### src/rtl/irq_ctrl.sv
// Edge/level interrupt controller: latches requests, masks and prioritises them,
// tracks nested in-service channels and supplies the vector during interrupt acknowledge.
module irq_ctrl #(
   parameter int unsigned NUM_IRQ      = 8,
   parameter logic [7:0]  VEC_BASE_RST = 8'h20,
   parameter int unsigned VEC_SHIFT    = 1,
   parameter logic [15:0] IMR_RST      = 16'h0000
) (
   input  logic               clock,
   input  logic               reset_n,
   input  logic [NUM_IRQ-1:0] irq_in,
   input  logic               cs,
   input  logic               we,
   input  logic               stb,
   input  logic [2:0]         addr,
   input  logic [15:0]        din,
   output logic [15:0]        dout,
   output logic               dout_valid,
   output logic               int_rq,
   input  logic               int_ack
);

   localparam int unsigned PW = (NUM_IRQ > 1) ? $clog2(NUM_IRQ) : 1;

   typedef enum logic {StIdle, StAck} state_e;

   state_e               state_q, state_d;
   logic [NUM_IRQ-1:0]   imr_q, imr_d, level_q, level_d, irr_q, irr_d, isr_q, isr_d, prev_q;
   logic [7:0]           vbase_q, vbase_d, vec_q, vec_d;
   logic [1:0]           ctrl_q, ctrl_d;
   logic [PW-1:0]        ptr_q, ptr_d;
   logic                 int_rq_q;

   logic                 srv_found, isr_found, ack_go, wr, eoi_hit;
   logic [PW-1:0]        srv_idx, isr_idx, win, eoi_ch;
   logic [15:0]          rd_data;
   logic                 unused_din;

   assign unused_din = ^din;

   // Channel at priority rank i when the highest-priority channel is p.
   function automatic logic [PW-1:0] rot(input logic [PW-1:0] p, input int unsigned i);
      int unsigned s;
      s = 32'(p) + i;
      if (s >= NUM_IRQ) s = s - NUM_IRQ;
      return PW'(s);
   endfunction

   function automatic logic [PW-1:0] nxt(input logic [PW-1:0] p);
      return (32'(p) == NUM_IRQ - 1) ? '0 : p + 1'b1;
   endfunction

   // ISR is checked before IRR at each rank so that an equal-priority pending bit is not serviceable.
   always_comb begin
      srv_found = 1'b0;
      srv_idx   = '0;
      isr_found = 1'b0;
      isr_idx   = '0;
      for (int unsigned i = 0; i < NUM_IRQ; i++) begin
         if (!isr_found && isr_q[rot(ptr_q, i)]) begin
            isr_found = 1'b1;
            isr_idx   = rot(ptr_q, i);
         end
         if (!isr_found && !srv_found && irr_q[rot(ptr_q, i)] && !imr_q[rot(ptr_q, i)]) begin
            srv_found = 1'b1;
            srv_idx   = rot(ptr_q, i);
         end
      end
   end

   assign ack_go = int_ack & stb & (state_q == StIdle);
   assign wr     = cs & stb & we;
   assign win    = srv_found ? srv_idx : PW'(NUM_IRQ - 1);

   always_comb begin
      state_d = state_q;
      unique case (state_q)
         StIdle:  if (int_ack && stb) state_d = StAck;
         StAck:   if (!(int_ack && stb)) state_d = StIdle;
         default: state_d = StIdle;
      endcase
   end

   always_comb begin
      imr_d   = imr_q;
      vbase_d = vbase_q;
      ctrl_d  = ctrl_q;
      level_d = level_q;
      irr_d   = irr_q;
      isr_d   = isr_q;
      ptr_d   = ptr_q;
      vec_d   = vec_q;
      eoi_hit = 1'b0;
      eoi_ch  = '0;
      if (wr) begin
         case (addr)
            3'd0: imr_d   = din[NUM_IRQ-1:0];
            3'd1: vbase_d = din[7:0];
            3'd2: ctrl_d  = din[1:0];
            3'd3: level_d = din[NUM_IRQ-1:0];
            3'd4: begin
               if (din[15]) begin
                  for (int unsigned c = 0; c < NUM_IRQ; c++) begin
                     if (din[3:0] == 4'(c) && isr_q[c]) begin
                        eoi_hit = 1'b1;
                        eoi_ch  = PW'(c);
                     end
                  end
               end else begin
                  eoi_hit = isr_found;
                  eoi_ch  = isr_idx;
               end
            end
            default: ;
         endcase
      end
      if (eoi_hit) begin
         isr_d[eoi_ch] = 1'b0;
         if (ctrl_q[1]) ptr_d = nxt(eoi_ch);
      end
      // Ack is applied after EOI so a set on the same ISR bit wins.
      if (ack_go) begin
         vec_d = vbase_q + (8'(win) << VEC_SHIFT);
         if (srv_found) begin
            if (!level_q[win]) irr_d[win] = 1'b0;
            if (ctrl_q[0]) begin
               if (ctrl_q[1]) ptr_d = nxt(win);
            end else begin
               isr_d[win] = 1'b1;
            end
         end
      end
      irr_d = ((irr_d | (irq_in & ~prev_q)) & ~level_q) | (irq_in & level_q);
   end

   always_ff @(posedge clock or negedge reset_n) begin
      if (!reset_n) begin
         state_q  <= StIdle;
         imr_q    <= IMR_RST[NUM_IRQ-1:0];
         vbase_q  <= VEC_BASE_RST;
         ctrl_q   <= '0;
         level_q  <= '0;
         irr_q    <= '0;
         isr_q    <= '0;
         prev_q   <= '0;
         ptr_q    <= '0;
         vec_q    <= '0;
         int_rq_q <= 1'b0;
      end else begin
         state_q  <= state_d;
         imr_q    <= imr_d;
         vbase_q  <= vbase_d;
         ctrl_q   <= ctrl_d;
         level_q  <= level_d;
         irr_q    <= irr_d;
         isr_q    <= isr_d;
         prev_q   <= irq_in;
         ptr_q    <= ptr_d;
         vec_q    <= vec_d;
         int_rq_q <= srv_found;
      end
   end

   always_comb begin
      rd_data = '0;
      case (addr)
         3'd0:    rd_data = 16'(imr_q);
         3'd1:    rd_data = {8'h00, vbase_q};
         3'd2:    rd_data = {14'h0000, ctrl_q};
         3'd3:    rd_data = 16'(level_q);
         3'd4:    rd_data = 16'(irr_q);
         3'd5:    rd_data = 16'(isr_q);
         default: rd_data = '0;
      endcase
   end

   assign int_rq     = int_rq_q;
   assign dout       = (state_q == StAck) ? {8'h00, vec_q} : rd_data;
   assign dout_valid = (state_q == StAck) | (cs & stb & ~we & ~int_ack);

endmodule

### config.mk
export PLATFORM = sky130hd
export DESIGN_NAME = irq_ctrl
export DESIGN_NICKNAME = d
export VERILOG_FILES = /design/src/rtl/irq_ctrl.sv
export SDC_FILE = /design/constraint.sdc
export NUM_CORES = 1
export LEC_CHECK = 0
export ABC_AREA = 1
export ABC_CLOCK_PERIOD_IN_PS = 5500
export CAP_MARGIN = 20
export CORE_MARGIN = 8
export CORE_UTILIZATION = 58
export CTS_BUF_LIST = sky130_fd_sc_hd__clkbuf_8 sky130_fd_sc_hd__clkbuf_16
export CTS_CLUSTER_SIZE = 30
export DETAILED_ROUTE_END_ITERATION = 6
export PLACE_DENSITY = 0.84
export SYNTH_ARGS = -nofsm -noshare
export SYNTH_HDL_FRONTEND = slang
export SYNTH_SLANG_ARGS = --single-unit
### constraint.sdc
create_clock -name clock -period 5.5 [get_ports clock]
set_input_delay 1.1 -clock clock [delete_from_list [all_inputs] [get_ports clock]]
set_output_delay 1.1 -clock clock [all_outputs]
set_load 0.01 [all_outputs]
==> results of run 1 <==
==> cell usage after synthesis, drive strengths merged <==
library cell  count
nand2           270
nand3            93
inv              77
nor2             63
dfrtp            62
o21ai            62
buf              19
nand4            13
o211ai           12
nor3             10
a21oi             9
clkbuf            9
ha                8
o22ai             7
a31oi             6
xor2              5
a221oi            4
a22oi             4
o31ai             3
xnor2             3
nand3b            2
o21bai            2
a21o              1
a41o              1
a41oi             1
and3              1
clkinv            1
conb              1
dfstp             1
fa                1
o2111ai           1
o21a              1
o221ai            1
or2               1
==> cell type report <==
type / count / area, um2
multi-input cells: 593 / 2930
flip-flops and latches: 63 / 1580
fillers: 736 / 2680
inverters: 78 / 293
well taps: 105 / 131
repair buffers: 44 / 413
clock buffers: 10 / 138
clock inverters: 6 / 91.3
==> worst min-delay path, stage by stage, from the launching register on <==
cell	delay, ns
dfrtp_1	0.35
nand2_1	0.06
nand2_1	0.05
==> layout by cell type (no fill, tap or decap), drive strengths merged, types with 5 or more instances in the layout <==
master and n:
nand4 13, a31oi 6, clkbuf 10, nor3 10, o21ai 62, nor2 63
clkdlybuf4s50 34, dfrtp 62, conb 8, inv 78, buf 10, nand2 270
o211ai 12, ha 8, o22ai 7, nand3 93, a21oi 9, xor2 5
==> cells by family (layout without fill, tap and decap cells) <==
group	Yosys count	after routing	synth area share
adder cells (fa/ha/maj)	9	9	0.0243
buffers and inverters	106	138	0.0925
XOR/XNOR	8	8	0.0157
other	1	8	0.000759
flip-flops	63	63	0.319
AO/OA/AOI/OAI	115	115	0.139
AND/OR/NAND/NOR	453	453	0.408
==> per-layer routing <==
metal	part of all wire	routed length (um)	vias to the layer above
li1	-	-	2549
met1	0.41	6180	2409
met2	0.44	6660	324
met3	0.12	1800	54
met4	0.040	614	0
met5	0	0	-
==> state kept, by name, indices dropped and copies added (netlist names) <==
register	count
state_q	1
irr_q	8
int_rq	1
vbase_q	8
ctrl_q	2
imr_q	8
isr_q	8
vec_q	8
prev_q	8
ptr_q	3
level_q	8
==> power breakdown <==
part / switching [mW] / internal, mW
combinational: 2.01 / 0.992
sequential: 0.149 / 0.587
clock: 0.198 / 0.270
==> metrics by stage <==
stage | utilization | setup slack, ns | instances | power, mW
floorplan | - | 1.22 | 762 | 2.95
global placement | 0.647 | 1.00 | 883 | 3.60
detailed placement | 0.647 | 0.944 | 883 | 3.66
CTS | 0.675 | 0.936 | 899 | 4.14
global route | 0.675 | 0.509 | 899 | 4.60
finish | 0.675 | 0.833 | 899 | 4.21
==> worst max-delay path by stage <==
stage	from	endpoint	slack, ns	cells after the start
after floorplan	ptr_q[1]	vec_q[7]	1.22	29
after global placement	addr[2]	dout[1]	1.0	8
after detailed placement	addr[2]	dout[1]	0.94	8
after CTS	addr[2]	dout[0]	0.94	8
after global routing	ptr_q[0]	vec_q[7]	0.51	22
final	addr[2]	dout[0]	0.83	8
==> run_results.csv, run 1 <==
group,metric,value,unit
layout,n_antenna_cell,0,
floorplanning,core-area,8260,um2
setup_path,max_stage_delay,0.68,ns
floorplanning,io_pins,51,
floorplanning,dieWidth,108,um
synthesis,yosys.area.top_type,"dfrtp_1",
cts,cts_buffer_depth,2,
timing,maxSlewViolCount,0,
setup_path,r2r_start,"ptr_q[0]",
setup_path,rrSetupSlack,0.86,ns
layout,drive_above_1_share,0.0844,
setup_path,crit_chain,"clkdlybuf4s50_1, inv_1, nor3_1, nand2_1, o211ai_1, a221oi_1, o21ai_0, clkdlybuf4s50_1",
route,postRouteAntennaNets,0,
synthesis,yosys.area.top_type_share,0.314,
setup_path,path_max_fanout,8,
cts,cts_made_buffers,9,
global_routing,grt_pass1_wl,24600,um
timing,setup_viol,0,
setup_path,cp_slowest_cell,"nor3_1",
placement,port_buffers,35,
route,drtIter0Drc,627,
synthesis,netlist_instances,755,
cts,post-cts-setup-buffers,0,
global_routing,antenna_found_initial,0,
setup_path,startpoint_type,"input pin",
placement,post-dp-hpwl,11600,um
cts,hold_buffers,0,
cts,cts-root-buf,"clkbuf_8",
setup_path,cp-end-kind,"output pin",
run,cap_violations,0,
cts,cts_max_level,3,
setup_path,critPathBufInv,3,
setup_path,reg2reg_depth,24,
power,p_leak,2.76,nW
setup_path,crit_family,"buffers and inverters",
global_routing,grt_max_degree,64,
setup_path,cp_data_required_time,4.40,ns
route,drc,0,
synthesis,synth_warnings,0,
synthesis,synth_area,4940,um2
route,drt-total-wl,15300,um
timing,rsz0062_at_grt,"false",
timing,holdWs,0.486,ns
cts,path_clk_slew,0.08,ns
timing,timing.slew.headroom,0.413,
floorplanning,rows,33,
timing,finalCritPeriodShare,0.848,
floorplanning,dieArea,11700,um2
timing,hold_viol,0,
route,drtPass1Iterations,6,
layout,finalNetCount,831,
synthesis,yosys-top-cells-area,"dfrtp_1 (31%), nand2_1 (20%), nand3_1 (8.8%)",
route,wl_per_cell,17.0,um
timing,setup_tns,0,ns
timing,finClkSkew,0.0114,ns
global_routing,grtUsageMet2,0.417,
cts,insertion_delay,0.35,ns
timing,clock.fmax,0.214,GHz
global_routing,grt_use_met1,0.348,
synthesis,ys_seq_elements,63,
cts,cts_resized,0,
route,dr_total_vias,5336,
setup_path,path_class,"in -> out",
synthesis,avgSynthCellArea,6.54,um2
synthesis,ys_types,50,
timing,period_minus_slack,4.67,ns
placement,routabilityCongestion,1.03,
global_routing,grt.overflow.total,0,
cts,cts_tree,"yes",
floorplanning,initial_core_util,0.598,
global_routing,top_usage_layer,"met2",
floorplanning,fp.dieH,108,um
route,vias_per_cell,5.94,
synthesis,yosysSeqAreaShare,0.319,
worst_hold_path,hp-class,"reg -> reg",
setup_path,crit_arrival,3.57,ns
worst_hold_path,min_path_cells,2,
setup_path,r2r-end,"vec_q[7]",
worst_hold_path,hold_start,"vec_q[1]",
global_routing,first_global_vias,5003,
placement,place_area,5350,um2
global_routing,grt_use_met3,0.0601,
setup_path,crit_path_frequent_cell,"clkdlybuf4s50_1",
power,pwr_density_cell,755,nW/um2
layout,syn2layout_area_growth,12.9,%
status,status,"finished, final reports clean",
worst_hold_path,worst_hold_path.endpoint,"vec_q[1]",
layout,fin_area,5580,um2
power,vdd_drop_max,0.000475,V
cts,numClockSinks,63,
global_routing,grt_usage,0.268,
timing,worst_pin_slew,0.873,ns
Power figures use the tool's default switching activity.
==> run 2, diff against run 1 <==
Settings changed: ABC_CLOCK_PERIOD_IN_PS 5500 to 3850, CORE_UTILIZATION 58 to 52, PLACE_DENSITY 0.84 to 0.8.
Clock period 5.5 ns to 3.85 ns, I/O delays scaled along.
==> run_results.csv, run 2 (same netlist as run 1, synthesis figures left out) <==
group,metric,value,unit
cts,cts-root-buf,"clkbuf_8",
cts,cts_buffer_depth,2,
timing,setup_tns,0,ns
route,drtPass1Iterations,7,
layout,n_antenna_cell,0,
timing,setup_viol,0,
global_routing,grt.overflow.total,0,
timing,period_minus_slack,3.68,ns
timing,holdWs,0.420,ns
timing,maxSlewViolCount,0,
setup_path,crit_arrival,2.91,ns
floorplanning,rows,35,
route,drt-total-wl,15900,um
timing,hold_viol,0,
cts,cts_tree,"yes",
layout,fillCellCount,847,
global_routing,first_global_vias,5159,
layout,drive_above_1_share,0.129,
cts,insertion_delay,0.34,ns
route,postRouteAntennaNets,0,
route,wl_per_cell,16.8,um
timing,timing.slew.headroom,0.618,
global_routing,grt_max_degree,40,
layout,syn2layout_area_growth,20.1,%
status,status,"finished, final reports clean",
layout,fin_area,5930,um2
timing,clock.fmax,0.272,GHz
placement,placed_cells,931,
route,vias_per_cell,5.75,
setup_path,path_class,"in -> out",
timing,finalCritPeriodShare,0.956,
global_routing,grt_usage,0.252,
placement,place_area,5640,um2
cts,hold_buffers,0,
floorplanning,dieWidth,113,um
floorplanning,core-area,9240,um2
timing,worst_pin_slew,0.572,ns
setup_path,path_max_fanout,6,
run,cap_violations,0,
placement,port_buffers,35,
route,drc,0,
cts,path_clk_slew,0.07,ns
global_routing,antenna_found_initial,1,
route,drtIter0Drc,547,
setup_path,startpoint_type,"input pin",
floorplanning,dieArea,12900,um2
floorplanning,fp.dieH,113,um
timing,finClkSkew,0.0102,ns
global_routing,grt_pass1_wl,25800,um
layout,final_cell_mix,"nand2_1 (256), nand3_1 (85), inv_1 (68)",
floorplanning,io_pins,51,
layout,finalNetCount,856,
worst_hold_path,hp-class,"in -> async",
setup_path,cp_data_required_time,3.08,ns
cts,cts_max_level,3,
cts,numClockSinks,63,
route,dr_total_vias,5452,
setup_path,cp-end-kind,"output pin",
cts,cts_made_buffers,9,
placement,routabilityCongestion,1.00,
layout,mostFrequentLayoutCell,"nand2_1",
placement,post-dp-hpwl,12800,um
floorplanning,initial_core_util,0.535,
layout,stdcell_count,948,
timing,rsz0062_at_grt,"true",
[run 2: path summary, 6_finish.rpt]
check,from,to,slack [ns],cells past startpoint
max in group asynchronous,reset_n,ptr_q[1],2.50,2
worst min register to register,vec_q[0],vec_q[0],0.48,2
worst max register to register,ptr_q[1],vec_q[7],0.18,24
worst min-delay path,reset_n,imr_q[6],0.42,1
worst max-delay path,addr[1],dout[7],0.17,9
min in group clock,vec_q[0],vec_q[0],0.48,2
[run 2: stage by stage]
stage	util	setup slack [ns]
after floorplan	-	0.00523
after global placement	0.610	0.142
after detailed placement	0.610	0.0804
after CTS	0.638	0.0696
after global routing	0.642	-0.0572
final	0.642	0.171
[run 2: worst max-delay path: stages]
cell,delay [ns]
clkdlybuf4s50_1,0.55
inv_1,0.09
nor3_1,0.18
buf_4,0.18
inv_1,0.09
o211ai_1,0.21
a221oi_1,0.10
o21ai_0,0.18
clkdlybuf4s50_1,0.56
[run 2: layout make-up]
type | instances | area [um2] | area share
multi-input cells | 593 | 3030 | 0.510
repair buffers | 69 | 608 | 0.103
well taps | 129 | 161 | 0.0272
inverters | 78 | 300 | 0.0506
clock buffers | 11 | 151 | 0.0255
flip-flops and latches | 63 | 1580 | 0.266
clock inverters | 5 | 104 | 0.0175
[run 2: timing repair]
action	in CTS	in global routing
resized for setup	0	11
hold endpoints to repair	0	0
setup buffers	0	1
setup endpoints to repair	0	3
[run 2: metal layers]
| metal | global-route usage | vias up | wire (um) |
|---|---|---|---|
| met2 | 0.416 | 238 | 7530 |
| met4 | 0.116 | 2 | 605 |
| met5 | 0 | - | 13 |
| met3 | 0.0460 | 52 | 1080 |
| li1 | - | 2607 | - |
| met1 | 0.312 | 2553 | 6690 |
Power of run 2 is not shown: default switching activity piles up to over one toggle a cycle in this logic, so the estimate is an artifact.
==> run 3, diff against run 2 <==
Settings changed: CORE_UTILIZATION 52 to 30, GPL_ROUTABILITY_DRIVEN from default to 1, PLACE_DENSITY 0.8 to 0.52, SLEW_MARGIN from default to 40.
==> run_results.csv, run 3 (same netlist as run 1, synthesis figures left out) <==
group,metric,value,unit
status,status,"finished, final reports clean",
route,vias_per_cell,5.00,
cts,cts_tree,"yes",
timing,setup_viol,0,
floorplanning,rows,47,
run,cap_violations,0,
global_routing,first_global_vias,4923,
placement,place_area,5890,um2
timing,setup_tns,0,ns
layout,fin_area,6530,um2
cts,insertion_delay,0.33,ns
layout,n_antenna_cell,0,
layout,syn2layout_area_growth,32.2,%
route,wl_per_cell,16.2,um
timing,hold_viol,0,
setup_path,path_class,"in -> out",
layout,finalNetCount,882,
cts,cts-root-buf,"clkbuf_16",
setup_path,crit_arrival,2.89,ns
floorplanning,io_pins,51,
global_routing,grt_pass1_wl,26600,um
layout,final_cell_mix,"nand2_1 (251), nand3_1 (74), inv_1 (72)",
global_routing,grt_max_degree,33,
floorplanning,fp.dieH,144,um
placement,placed_cells,1038,
layout,fin_util,0.399,
placement,routabilityCongestion,0.892,
placement,post-dp-hpwl,13500,um
route,drt-total-wl,17200,um
global_routing,antenna_found_initial,0,
floorplanning,initial_core_util,0.302,
cts,cts_max_level,3,
route,dr_total_vias,5329,
timing,rsz0062_at_grt,"true",
cts,cts_made_buffers,9,
setup_path,cp_data_required_time,3.08,ns
timing,finClkSkew,0.00393,ns
timing,finalCritPeriodShare,0.950,
placement,port_buffers,35,
floorplanning,dieArea,20800,um2
global_routing,grt_usage,0.167,
floorplanning,dieWidth,144,um
layout,mostFrequentLayoutCell,"nand2_1",
cts,numClockSinks,63,
route,drc,0,
cts,cts_buffer_depth,2,
worst_hold_path,hp-class,"in -> async",
timing,timing.slew.headroom,0.609,
timing,worst_pin_slew,0.587,ns
layout,drive_above_1_share,0.180,
global_routing,grt.overflow.total,0,
route,drtPass1Iterations,6,
route,drtIter0Drc,426,
timing,maxSlewViolCount,0,
route,postRouteAntennaNets,0,
layout,stdcell_count,1065,
floorplanning,core-area,16300,um2
setup_path,cp-end-kind,"output pin",
timing,period_minus_slack,3.66,ns
timing,clock.fmax,0.274,GHz
setup_path,startpoint_type,"input pin",
cts,path_clk_slew,0.05,ns
setup_path,path_max_fanout,6,
run 3: cell types whose count changed in the layout (fill, tap and decap cells not counted), moves of 4 or more:
cell | previous run | this run
buf_4 | 32 | 53
nand3_1 | 85 | 74
clkbuf_16 | 0 | 10
clkbuf_8 | 11 | 2
nand3_4 | 3 | 11
nand2_1 | 256 | 251
inv_1 | 68 | 72
nand2_4 | 2 | 6
run 3: path summary, 6_finish.rpt:
check	start	cells past startpoint	slack, ns	to
max	addr[0]	9	0.19	dout[7]
max reg2reg	ptr_q[0]	26	0.21	vec_q[7]
min reg2reg	vec_q[1]	2	0.48	vec_q[1]
min	reset_n	1	0.44	vec_q[6]
max in group asynchronous	reset_n	2	2.62	ptr_q[0]
min in group clock	vec_q[1]	2	0.48	vec_q[1]
run 3: per-layer routing:
layer  wire length (um)  share of wire  vias to the layer above  global-route usage
met1               7750           0.45                     2484               0.222
met5                  0              0                        -                   0
li1                   -              -                     2651                   -
met2               8170           0.47                      170               0.276
met3                954          0.055                       24              0.0198
met4                350          0.020                        0              0.0515
run 3: critical path, cell delays in order:
cell             delay (ns)
clkdlybuf4s50_1        0.51
inv_1                  0.08
nor3_1                 0.18
buf_4                  0.17
inv_1                  0.08
o211ai_1               0.22
a221oi_1               0.12
o21ai_0                0.18
clkdlybuf4s50_1        0.57
run 3: metrics by stage:
step                hold WS (ns)  setup WS, ns
floorplan                  0.442       0.00523
global placement           0.459        0.0793
detailed placement         0.463        0.0837
CTS                        0.455        0.0725
global route               0.473       -0.0325
finish                     0.444         0.194
run 3: timing repair:
item,4_1_cts,5_1_grt
hold buffers,0,0
buffers inserted,0,9
gates resized for setup,0,57
setup endpoints to repair,0,4
run 3: cell type report:
type | count | area (um2)
Timing Repair Buffer | 94 | 842
Tap cell | 220 | 275
Timing Repair inverter | 1 | 8.76
Clock inverter | 5 | 18.8
Inverter | 78 | 310
Clock buffer | 11 | 253
Sequential cell | 63 | 1580
Fill cell | 1771 | 9820
Multi-Input combinational cell | 593 | 3240
Power of run 3 is left out for the same reason.
==> variant 1 (flow settings as in run 2) <==
Add an input register stage for `irq_in`, with the module's reset; this delays it by one clock. The other inputs are not delayed to match.
--- a/src/rtl/irq_ctrl.sv
+++ b/src/rtl/irq_ctrl.sv
@@ -25,2 +25,12 @@
    typedef enum logic {StIdle, StAck} state_e;
+
+   logic [NUM_IRQ-1:0] irq_q;
+
+   always_ff @(posedge clock or negedge reset_n) begin
+      if (!reset_n) begin
+         irq_q <= '0;
+      end else begin
+         irq_q <= irq_in;
+      end
+   end
 
@@ -132,3 +142,3 @@
       end
-      irr_d = ((irr_d | (irq_in & ~prev_q)) & ~level_q) | (irq_in & level_q);
+      irr_d = ((irr_d | (irq_q & ~prev_q)) & ~level_q) | (irq_q & level_q);
    end
@@ -156,3 +166,3 @@
          isr_q    <= isr_d;
-         prev_q   <= irq_in;
+         prev_q   <= irq_q;
          ptr_q    <= ptr_d;
Function: not settled (the Yosys comparison gave no result); the edit may change what the design does.
==> variant 1 against run 2 <==
  * Core utilization shrank 1.0 points
  * Sequential cell count up 8
  * Area after synthesis rose by 8.1%
  * Design area up 7.9%
  * Via count up 2.0%
  * Routed wire length is 1.8% lower
  * Synthesized cell count rose by 6.1%
  * Register-to-register slack worse by 40 ps
  * Worst setup slack lost 33 ps
==> variant 1: results <==
{
  "end_kind": "flip-flop",
  "hpwl_um": 12100,
  "yosysSeqAreaShare_pct": 33.3,
  "clkTransAtPathRegs_ps": 90,
  "cpPeakStageDelay_ps": 400,
  "cp.arrival_ps": 3970,
  "relSlewSlack_pct": 66.6,
  "fill_cells": 919,
  "fin_crit_sh_pct": 96.4,
  "synth-compound-area-share_pct": 12.0,
  "via_per_inst": 5.49,
  "hold_path_class": "reg -> reg",
  "placed_area_mm2": 0.00607,
  "synth_fa_ha_area_share_pct": 2.48,
  "use_met3_pct": 3.31,
  "slowest_stage": "dfrtp_1",
  "grt_pass1_vias": 5189,
  "firstDrtPassIters": 5,
  "drive_gt1_share_pct": 14.4,
  "grt_use_met2_pct": 36.3,
  "met1_usage_pct": 29.4,
  "cpLargestDelayFamily": "simple AND/OR/NAND/NOR gates",
  "postCtsSetupRepairBufs": 2,
  "wl_per_cell_um": 15.4,
  "insertion_delay_ps": 370,
  "place_inst": 991,
  "drtIter0Drc": 564,
  "synth_common_cells": "nand2_1 (282), inv_1 (88), nor2_1 (71), dfrtp_1 (70), nand3_1 (68)",
  "syn_area_per_cell_um2": 6.67,
  "outcome": "complete, no violations",
  "num-nets-final": 914,
  "place.gp.congestion": 0.966
}
[variant 1: routing by layer]
layer,wire length [um],up-vias,part of all wire [%]
met3,1160,43,7.4
met2,7340,258,47
li1,-,2714,-
met1,6630,2545,42
met5,0,-,0
met4,495,0,3.2
[variant 1: area by class of cell]
type	count	area [um2]	area share (%)
multi-input combinational	615	3140	49.1
sequential	71	1780	27.8
timing repair buffer	79	739	11.6
inverter	95	362	5.65
tap	136	170	2.66
clock buffer	9	124	1.94
clock inverter	7	83.8	1.31
[variant 1: kinds of logic after synthesis]
| kind of cell | count (synthesis) |
|---|---|
| AOI/OAI and AO/OA | 110 |
| xor gates and xnor gates | 6 |
| adders and majority gates | 10 |
| buffers and inverters | 122 |
| DFF | 71 |
| other | 1 |
| and+or+nand+nor | 481 |
[variant 1: report_power, final]
group          leakage, nW  internal (W)  switching, W
Sequential           0.860      0.000924      0.000199
Combinational         2.25       0.00168       0.00274
Clock                0.103      0.000311      0.000329
==> variant 2 (settings of run 2) <==
Made on the original files. Change the parameter `NUM_IRQ` from 8 to 4.
--- a/src/rtl/irq_ctrl.sv
+++ b/src/rtl/irq_ctrl.sv
@@ -3,3 +3,3 @@
 module irq_ctrl #(
-   parameter int unsigned NUM_IRQ      = 8,
+   parameter int unsigned NUM_IRQ      = 4,
    parameter logic [7:0]  VEC_BASE_RST = 8'h20,
Interface: changed (resized irq_in); port bits go from 51 to 47. No check against the original RTL was run, so the function may have changed too.
==> variant 2 against run 2 <==
  * Worst setup slack got worse by 65 ps
  * Routed wire length decreased by 54%
  * Highest routed layer is now met4
  * Sequential cell count decreased by 21
  * Design area is 43% lower
  * Critical path type unchanged
  * Via count shrank 50%
  * Register-to-register slack improved by 450 ps
  * Sequential share of layout area increased by 4.5 points
  * Core utilization shrank 2.7 points
  * Area after synthesis shrank 40%
==> variant 2: results <==
{
  "hpwl_um": 5720,
  "ys.flop_type": "dfrtp_1",
  "r2r-start": "ptr_q[0]$_DFF_PN0_",
  "ff2ff_setup_slack_ps": 630,
  "grt_use_met2_pct": 30.4,
  "fin_skew_ps": 6.86,
  "outcome": "complete, no violations",
  "firstDrtPassIters": 5,
  "critPathCapture": "dout[1]",
  "placed_area_mm2": 0.00329,
  "max_freq_mhz": 267,
  "routed.top_layer": "met4",
  "num-nets-final": 477,
  "vias": 2734,
  "port_buffers": 31,
  "routed_wl_um": 7350,
  "cts_buffers": 5,
  "drtIter0Drc": 263,
  "hold_path_class": "reg -> reg",
  "preCtsSetupSlack_ps": 120,
  "place_inst": 502,
  "dr_wl_met3_um": 381,
  "antenna_found_initial": 0,
  "seq-power_w": 0.000697,
  "met1_length_um": 3310,
  "ys_types": 45,
  "fill_cells": 505,
  "syn_area_per_cell_um2": 7.34,
  "power.share.combinational_pct": 57.8,
  "cts-resized-gates": 0,
  "insertion_delay_ps": 290,
  "met1_usage_pct": 22.4,
  "synth_area_leaders": "dfrtp_1 (35%), nand2_1 (15%), o21ai_0 (6.4%)",
  "fin_hold_ws_ps": 482,
  "met2WireLength_um": 3580,
  "synth_common_cells": "nand2_1 (118), inv_1 (47), dfrtp_1 (41), o21ai_0 (38), nand3_1 (32)",
  "grt_pass1_wl_um": 12400,
  "yosysSeqAreaShare_pct": 35.4,
  "total_power_w": 0.00233,
  "path_max_fanout": 5,
  "tightestPinTransition_ps": 919,
  "cp.arrival_ps": 2970,
  "drive_gt1_share_pct": 12.6,
  "cpLargestDelayFamily": "buffers and inverters",
  "place.gp.congestion": 0.923,
  "use_met3_pct": 3.26,
  "grtUsageTotal_pct": 17.9,
  "layout.cells.non_filler": 510,
  "grt_max_degree": 43,
  "grt_pass1_vias": 2663,
  "post-route-util_pct": 61.4,
  "h-tree-depth": 2,
  "reg2reg_depth": 18
}
## variant 2: cell count changes after synthesis, sizes merged, moves of 7 or more
| cell | before | now |
|---|---|---|
| buf | 19 | 12 |
| nand3 | 93 | 38 |
| nand4 | 13 | 3 |
| o21ai | 62 | 40 |
| nor2 | 63 | 25 |
| o211ai | 12 | 4 |
| inv | 77 | 54 |
| dfrtp | 62 | 41 |
| nand2 | 270 | 134 |
## variant 2: area by class of cell
class / count / area share (%)
clock inverter: 2 / 0.259
timing repair buffer: 34 / 9.69
tap: 72 / 2.66
inverter: 54 / 6.21
clock buffer: 6 / 2.44
multi-input combinational: 300 / 47.6
sequential: 42 / 31.1
## variant 2: kinds of logic (layout without fill, tap and decap cells)
kind of cell,count (synthesis),after routing,share of synthesized area (%)
simple gates,210,210,33.3
other cells,1,8,0.126
fa+ha+maj,11,11,4.88
buf+inv,70,96,11.3
xor+xnor,3,3,0.884
mux,3,3,1.26
flops,42,42,35.4
compound gates,65,65,12.9
